File: src/rtl/multicycle_ctrl.sv
// Multicycle control FSM for an RV32I-subset datapath: sequences fetch/decode/execute,
// drives every datapath control, guards memory waits with a timeout and counts retired instructions.
//
// state    | meaning
// FETCH    | read instruction at PC, PC <= PC+4 and IR/oldPC load on mem_ready
// DECODE   | branch target (oldPC+immB) into ALUOut, dispatch on opcode
// MEMADR   | rd1 + imm (I for lw, S for sw) into ALUOut
// MEMREAD  | data read at ALUOut
// MEMWB    | readData register to rd
// MEMWRITE | data write at ALUOut
// EXECR    | rd1 op rd2
// EXECI    | rd1 op immI
// ALUWB    | ALUOut register to rd
// BEQ      | rd1 - rd2, PC <= ALUOut when zero
// JAL      | PC <= ALUOut (jump target), ALUOut <= oldPC+4
// ERROR    | illegal opcode or memory timeout, absorbing until reset
module multicycle_ctrl #(
    parameter int MEM_TIMEOUT = 16,
    parameter int CNT_W       = 32
) (
    input  logic             clk,
    input  logic             rst_n,
    input  logic [6:0]       op,
    input  logic [2:0]       f3,
    input  logic             f7,
    input  logic             zero,
    input  logic             mem_ready,
    output logic             mem_req,
    output logic             adrSrc,
    output logic             memWrite,
    output logic             irWrite,
    output logic             pcWrite,
    output logic             regWrite,
    output logic [1:0]       ALUSrcA,
    output logic [1:0]       ALUSrcB,
    output logic [2:0]       ALUControl,
    output logic [1:0]       inmSrc,
    output logic [1:0]       resSrc,
    output logic             err,
    output logic [1:0]       err_code,
    output logic [CNT_W-1:0] retired
);

    localparam int                WAIT_W    = $clog2(MEM_TIMEOUT);
    localparam logic [WAIT_W-1:0] WAIT_LAST = WAIT_W'(MEM_TIMEOUT - 1);

    localparam logic [6:0] OP_LW  = 7'b0000011;
    localparam logic [6:0] OP_SW  = 7'b0100011;
    localparam logic [6:0] OP_R   = 7'b0110011;
    localparam logic [6:0] OP_I   = 7'b0010011;
    localparam logic [6:0] OP_BEQ = 7'b1100011;
    localparam logic [6:0] OP_JAL = 7'b1101111;

    localparam logic [2:0] ALU_ADD = 3'b000;
    localparam logic [2:0] ALU_SUB = 3'b001;
    localparam logic [2:0] ALU_AND = 3'b010;
    localparam logic [2:0] ALU_OR  = 3'b011;
    localparam logic [2:0] ALU_SLT = 3'b101;

    localparam logic [1:0] SRCA_PC    = 2'b00;
    localparam logic [1:0] SRCA_OLDPC = 2'b01;
    localparam logic [1:0] SRCA_RD1   = 2'b10;
    localparam logic [1:0] SRCB_RD2   = 2'b00;
    localparam logic [1:0] SRCB_IMM   = 2'b01;
    localparam logic [1:0] SRCB_FOUR  = 2'b10;

    localparam logic [1:0] IMM_I = 2'b00;
    localparam logic [1:0] IMM_S = 2'b01;
    localparam logic [1:0] IMM_B = 2'b10;

    localparam logic [1:0] RES_ALUOUT = 2'b00;
    localparam logic [1:0] RES_RDATA  = 2'b01;
    localparam logic [1:0] RES_ALU    = 2'b10;

    localparam logic [1:0] ERR_NONE    = 2'b00;
    localparam logic [1:0] ERR_ILLEGAL = 2'b01;
    localparam logic [1:0] ERR_TIMEOUT = 2'b10;

    typedef enum logic [3:0] {
        FETCH    = 4'd0,
        DECODE   = 4'd1,
        MEMADR   = 4'd2,
        MEMREAD  = 4'd3,
        MEMWB    = 4'd4,
        MEMWRITE = 4'd5,
        EXECR    = 4'd6,
        EXECI    = 4'd7,
        ALUWB    = 4'd8,
        BEQ      = 4'd9,
        JAL      = 4'd10,
        ERROR    = 4'd11
    } state_t;

    state_t            state_q, state_d;
    logic [WAIT_W-1:0] wait_q, wait_d;
    logic [CNT_W-1:0]  retired_q, retired_d;
    logic              err_q, err_d;
    logic [1:0]        err_code_q, err_code_d;

    logic              mem_state;
    logic              timeout;
    logic              retire;

    logic              mem_req_c, adr_src_c, mem_write_c, ir_write_c, pc_write_c, reg_write_c;
    logic [1:0]        alu_src_a_c, alu_src_b_c, inm_src_c, res_src_c;
    logic [2:0]        alu_ctrl_c;

    function automatic logic [2:0] funct_alu(input logic [2:0] fn3, input logic sub_en);
        case (fn3)
            3'b000:  return sub_en ? ALU_SUB : ALU_ADD;
            3'b010:  return ALU_SLT;
            3'b110:  return ALU_OR;
            3'b111:  return ALU_AND;
            default: return ALU_ADD;
        endcase
    endfunction

    always_ff @(posedge clk or negedge rst_n) begin
        if (!rst_n) begin
            state_q    <= FETCH;
            wait_q     <= '0;
            retired_q  <= '0;
            err_q      <= 1'b0;
            err_code_q <= ERR_NONE;
        end else begin
            state_q    <= state_d;
            wait_q     <= wait_d;
            retired_q  <= retired_d;
            err_q      <= err_d;
            err_code_q <= err_code_d;
        end
    end

    // A ready on the last allowed wait cycle still completes the access.
    always_comb begin
        mem_state = (state_q == FETCH) || (state_q == MEMREAD) || (state_q == MEMWRITE);
        timeout   = mem_state && !mem_ready && (wait_q == WAIT_LAST);
        if (mem_state && !mem_ready && !timeout) begin
            wait_d = wait_q + WAIT_W'(1);
        end else begin
            wait_d = '0;
        end
    end

    always_comb begin
        state_d    = state_q;
        err_d      = err_q;
        err_code_d = err_code_q;
        retire     = 1'b0;
        case (state_q)
            FETCH: begin
                if (mem_ready) state_d = DECODE;
            end
            DECODE: begin
                case (op)
                    OP_LW, OP_SW: state_d = MEMADR;
                    OP_R:         state_d = EXECR;
                    OP_I:         state_d = EXECI;
                    OP_BEQ:       state_d = BEQ;
                    OP_JAL:       state_d = JAL;
                    default: begin
                        state_d    = ERROR;
                        err_d      = 1'b1;
                        err_code_d = ERR_ILLEGAL;
                    end
                endcase
            end
            MEMADR:   state_d = (op == OP_SW) ? MEMWRITE : MEMREAD;
            MEMREAD: begin
                if (mem_ready) state_d = MEMWB;
            end
            MEMWB: begin
                state_d = FETCH;
                retire  = 1'b1;
            end
            MEMWRITE: begin
                if (mem_ready) begin
                    state_d = FETCH;
                    retire  = 1'b1;
                end
            end
            EXECR:    state_d = ALUWB;
            EXECI:    state_d = ALUWB;
            ALUWB: begin
                state_d = FETCH;
                retire  = 1'b1;
            end
            BEQ: begin
                state_d = FETCH;
                retire  = 1'b1;
            end
            JAL:      state_d = ALUWB;
            ERROR:    state_d = ERROR;
            default:  state_d = ERROR;
        endcase
        if (timeout) begin
            state_d    = ERROR;
            err_d      = 1'b1;
            err_code_d = ERR_TIMEOUT;
        end
        retired_d = retire ? retired_q + CNT_W'(1) : retired_q;
    end

    always_comb begin
        mem_req_c   = 1'b0;
        adr_src_c   = 1'b0;
        mem_write_c = 1'b0;
        ir_write_c  = 1'b0;
        pc_write_c  = 1'b0;
        reg_write_c = 1'b0;
        alu_src_a_c = SRCA_PC;
        alu_src_b_c = SRCB_RD2;
        alu_ctrl_c  = ALU_ADD;
        inm_src_c   = IMM_I;
        res_src_c   = RES_ALUOUT;
        case (state_q)
            FETCH: begin
                mem_req_c   = 1'b1;
                alu_src_a_c = SRCA_PC;
                alu_src_b_c = SRCB_FOUR;
                res_src_c   = RES_ALU;
                ir_write_c  = mem_ready;
                pc_write_c  = mem_ready;
            end
            DECODE: begin
                alu_src_a_c = SRCA_OLDPC;
                alu_src_b_c = SRCB_IMM;
                inm_src_c   = IMM_B;
            end
            MEMADR: begin
                alu_src_a_c = SRCA_RD1;
                alu_src_b_c = SRCB_IMM;
                inm_src_c   = (op == OP_SW) ? IMM_S : IMM_I;
            end
            MEMREAD: begin
                mem_req_c = 1'b1;
                adr_src_c = 1'b1;
            end
            MEMWB: begin
                res_src_c   = RES_RDATA;
                reg_write_c = 1'b1;
            end
            MEMWRITE: begin
                mem_req_c   = 1'b1;
                adr_src_c   = 1'b1;
                mem_write_c = mem_ready;
            end
            EXECR: begin
                alu_src_a_c = SRCA_RD1;
                alu_src_b_c = SRCB_RD2;
                alu_ctrl_c  = funct_alu(f3, op[5] & f7);
            end
            // f7 carries immediate bits here, so an immediate op never subtracts.
            EXECI: begin
                alu_src_a_c = SRCA_RD1;
                alu_src_b_c = SRCB_IMM;
                inm_src_c   = IMM_I;
                alu_ctrl_c  = funct_alu(f3, 1'b0);
            end
            ALUWB: begin
                res_src_c   = RES_ALUOUT;
                reg_write_c = 1'b1;
            end
            BEQ: begin
                alu_src_a_c = SRCA_RD1;
                alu_src_b_c = SRCB_RD2;
                alu_ctrl_c  = ALU_SUB;
                res_src_c   = RES_ALUOUT;
                pc_write_c  = zero;
            end
            JAL: begin
                alu_src_a_c = SRCA_OLDPC;
                alu_src_b_c = SRCB_FOUR;
                res_src_c   = RES_ALUOUT;
                pc_write_c  = 1'b1;
            end
            default: ;
        endcase
    end

    // Strobes are gated by rst_n so nothing is written while reset is asserted.
    assign mem_req    = mem_req_c   & rst_n;
    assign memWrite   = mem_write_c & rst_n;
    assign irWrite    = ir_write_c  & rst_n;
    assign pcWrite    = pc_write_c  & rst_n;
    assign regWrite   = reg_write_c & rst_n;
    assign adrSrc     = adr_src_c;
    assign ALUSrcA    = alu_src_a_c;
    assign ALUSrcB    = alu_src_b_c;
    assign ALUControl = alu_ctrl_c;
    assign inmSrc     = inm_src_c;
    assign resSrc     = res_src_c;
    assign err        = err_q;
    assign err_code   = err_code_q;
    assign retired    = retired_q;

endmodule

File: config.mk
export PLATFORM = sky130hd
export DESIGN_NAME = multicycle_ctrl
export DESIGN_NICKNAME = d
export VERILOG_FILES = /design/src/rtl/multicycle_ctrl.sv
export SDC_FILE = /design/constraint.sdc
export NUM_CORES = 1
export LEC_CHECK = 0
export CAP_MARGIN = 20
export CORE_ASPECT_RATIO = 0.7
export CORE_MARGIN = 4
export CORE_UTILIZATION = 30
export CTS_CLUSTER_SIZE = 8
export DETAILED_ROUTE_END_ITERATION = 8
export HOLD_SLACK_MARGIN = 0.02
export PLACE_DENSITY_LB_ADDON = 0.2
export REMOVE_ABC_BUFFERS = 1
export SYNTH_ARGS = -nofsm -noshare
export SYNTH_HDL_FRONTEND = slang
export SYNTH_SLANG_ARGS = --single-unit
export TNS_END_PERCENT = 1
File: constraint.sdc
create_clock -name clk -period 1.9 [get_ports clk]
set_input_delay 0.285 -clock clk [delete_from_list [all_inputs] [get_ports clk]]
set_output_delay 0.285 -clock clk [all_outputs]
set_load 0.03 [all_outputs]
==> impl_metrics.py <==
metrics = {
    "synth": {
        "ys_seq_elements": 43,
        "ys_warn_count": 0,
        "synthArstFlopShare_pct": 100.0,
        "ys_types": 48,
        "ys.flop_type": "dfrtp_1",
        "synth_xor_area_share_pct": 12.45,
        "synth_top_area_share_pct": 44.98,
        "synthAdderAreaFrac_pct": 1.046,
        "synth_top_family_by_area": "simple AND/OR/NAND/NOR gates",
        "synth_area_leader_cell": "dfrtp_1",
        "ys_top_cells_by_count": "dfrtp_1, xnor2_1, nand2_1",
        "yosys.area_share.simple_pct": 30.49,
        "ys_seq_area_share_pct": 44.98,
        "synth_top_cells_by_area": "dfrtp_1, xnor2_1, nand2_1",
        "avgSynthCellArea_um2": 9.493,
        "syn_area_um2": 2392,
        "synth_most_common_cell": "dfrtp_1",
        "synth_cells": 252,
        "synth_compound_area_share_pct": 7.741,
        "synth-edff-count": 0,
        "synthMuxAreaShare_pct": 0.9414,
    },
    "job": {
        "maxCapViolations": 0,
    },
    "power": {
        "seqPwrFrac_pct": 49.3,
        "p_total_w": 0.001859,
        "pwr-share-clk_pct": 45.7,
        "switching_share_pct": 21.88,
        "power_density_nw_per_um2": 505.4,
        "peakVddDrop_mv": 0.3334,
        "switching_power_w": 0.0004068,
        "p_leak_nw": 1.538,
        "p_comb_share_pct": 5.0,
        "internal-power_w": 0.001452,
    },
    "floorplanning": {
        "die_w_um": 114.7,
        "start_util_pct": 31.83,
        "coreArea_um2": 7515,
        "dieArea_um2": 9489,
        "ios": 67,
        "rows": 26,
        "die_h_um": 82.71,
    },
    "detailed_routing": {
        "drt-initial-drc-count": 98,
        "final_antenna_net_count": 0,
        "routed-via-count": 2214,
        "wire_per_inst_um": 14.31,
        "drtPass1Iterations": 4,
        "drt_wl_total_um": 6595,
        "routed_via_density": 4.803,
        "drc": 0,
    },
    "timing": {
        "finalSetupViolations": 3,
        "whs_ps": 152.8,
        "min_period_ps": 1930,
        "min_period_over_period_pct": 101.6,
        "maxSlewHeadroom_pct": 64.40,
        "clock_skew_ps": 6.771,
        "hold_viol_final": 0,
        "report.final.slew_viol_count": 0,
        "worst_pin_slew_ps": 534.0,
        "setup_ws_ps": -29.67,
        "rsz0062_at_grt": "true",
        "max_freq_mhz": 518.2,
    },
    "setup_path": {
        "required_ps": 1620,
        "crit_path_start_kind": "flip-flop",
        "r2r-start": "state_q[1]",
        "ff2ff_setup_slack_ps": 80,
        "r2r-end": "state_q[1]",
        "endpoint_kind": "primary output",
        "worstPathMaxFanout": 4,
        "r2r_cells": 5,
        "crit_type": "reg -> out",
        "cp_data_arrival_time_ps": 1640,
    },
    "final_layout": {
        "fillCellCount": 713,
        "nets": 379,
        "area_growth_pct": 53.77,
        "n_antenna_cell": 0,
        "final_area_um2": 3679,
        "final_util_pct": 48.95,
        "drive_above_1_share_pct": 26.45,
    },
    "placed_design": {
        "pre_cts_slack_ps": -113.8,
        "placed_cell_area_um2": 3433,
        "gp_congestion": 0.7983,
        "portBuffers": 66,
        "dp.final_hpwl_um": 4982,
    },
    "global_route": {
        "grt.overflow.total": 0,
        "grt_max_degree": 44,
        "grt_pass1_vias": 2183,
        "grt_pass1_wl_um": 10610,
        "antenna_found_initial": 0,
        "grt_usage_pct": 14.03,
    },
    "clock_network": {
        "clk_pin_slew_ps": 60,
        "htree_levels": 2,
        "cts_made_buffers": 5,
        "tritoncts": "yes",
        "cts.sinks": 43,
        "cts-root-buf": "clkbuf_16",
        "clockBufferDepth": 2,
        "ctsHoldBuffers": 0,
        "clk-insertion-delay-late_ps": 280,
    },
    "run_status": {
        "outcome": "finished with violations",
        "violations": "setup timing",
    },
    "worst_hold_path": {
        "hold_class": "in -> async",
    },
}
-- area by class of cell --
class                      count  area (um^2)  share of cell area (%)
multi-input combinational    196         1329                   36.12
sequential                    43         1081                   29.39
timing repair buffer         113        985.9                   26.80
clock buffer                   5        125.1                   3.401
tap                           98        122.6                   3.333
clock inverter                 3        23.77                  0.6463
inverter                       3        11.26                  0.3061
-- power by group through the flow --
stage | Sequential (W) | Combinational, W | Clock [W]
after floorplan | 0.000937 | 0.0000129 | 0
after global placement | 0.000934 | 0.0000884 | 0
after detailed placement | 0.000934 | 0.0000900 | 0
after CTS | 0.000917 | 0.0000915 | 0.000870
after global routing | 0.000916 | 0.000104 | 0.000913
final | 0.000917 | 0.0000927 | 0.000849
-- sequential cells by signal (all words and copies together), names as in the netlist --
| name | flops |
|---|---|
| err | 1 |
| err_code | 2 |
| retired | 32 |
| state_q | 4 |
| wait_q | 4 |
-- through the flow --
| step | std cells | setup TNS [ps] |
|---|---|---|
| after floorplan | 242 | -6136 |
| after global placement | 451 | -527.2 |
| after detailed placement | 451 | -1703 |
| after CTS | 460 | -89.81 |
| after global routing | 461 | -445.3 |
| final | 461 | -61.76 |
-- kinds of logic after synthesis --
logic type	count (synthesis)
AOI/OAI and AO/OA	27
and+or+nand+nor	131
muxes	2
DFF	43
adders and majority gates	2
xor gates and xnor gates	34
buffers and inverters	13
-- per-layer routing --
layer / up-vias / GRT usage [%] / share of wire [%]
met5: - / 0 / 0
met4: 0 / 3.517 / 0.70
met3: 5 / 3.350 / 4.3
met2: 45 / 21.37 / 42
met1: 1038 / 20.07 / 53
li1: 1126 / - / -
-- worst max path at each step --
stage,start,endpoint,depth (start not counted)
2_1_floorplan,state_q[1],irWrite,2
3_3_place_gp,mem_ready,retired[23],8
3_5_place_dp,mem_ready,retired[26],7
4_1_cts,state_q[3],ALUControl[0],4
5_1_grt,state_q[3],ALUControl[0],4
6_report,state_q[3],ALUControl[0],4
-- critical path, stage by stage (launching register included) --
cell and delay (ps):
dfrtp_2 430, nand2b_1 180, or4b_1 500, o21ai_1 80, buf_4 170
-- placed cells by master (no fill, tap or decap), types with 3 or more instances in the layout --
cell	count
a21oi_1	3
a31oi_1	4
and3_1	7
and4_1	3
buf_4	61
clkbuf_16	5
clkdlybuf4s50_1	48
dfrtp_1	39
dfrtp_2	4
inv_1	3
nand2_1	23
nand2b_1	8
nand3_1	16
nand4_1	11
nor2_1	20
nor2b_1	7
nor3_1	8
nor4_4	3
o21ai_0	4
xnor2_1	27
xor2_1	7
-- what timing repair did --
item,in CTS,in global routing
endpoints found under the setup margin,6,18
resized for setup,11,10
pin swaps,5,2
buffers inserted,1,1
hold endpoints to repair,0,0
Note: power is estimated with default switching activity, not from simulation.
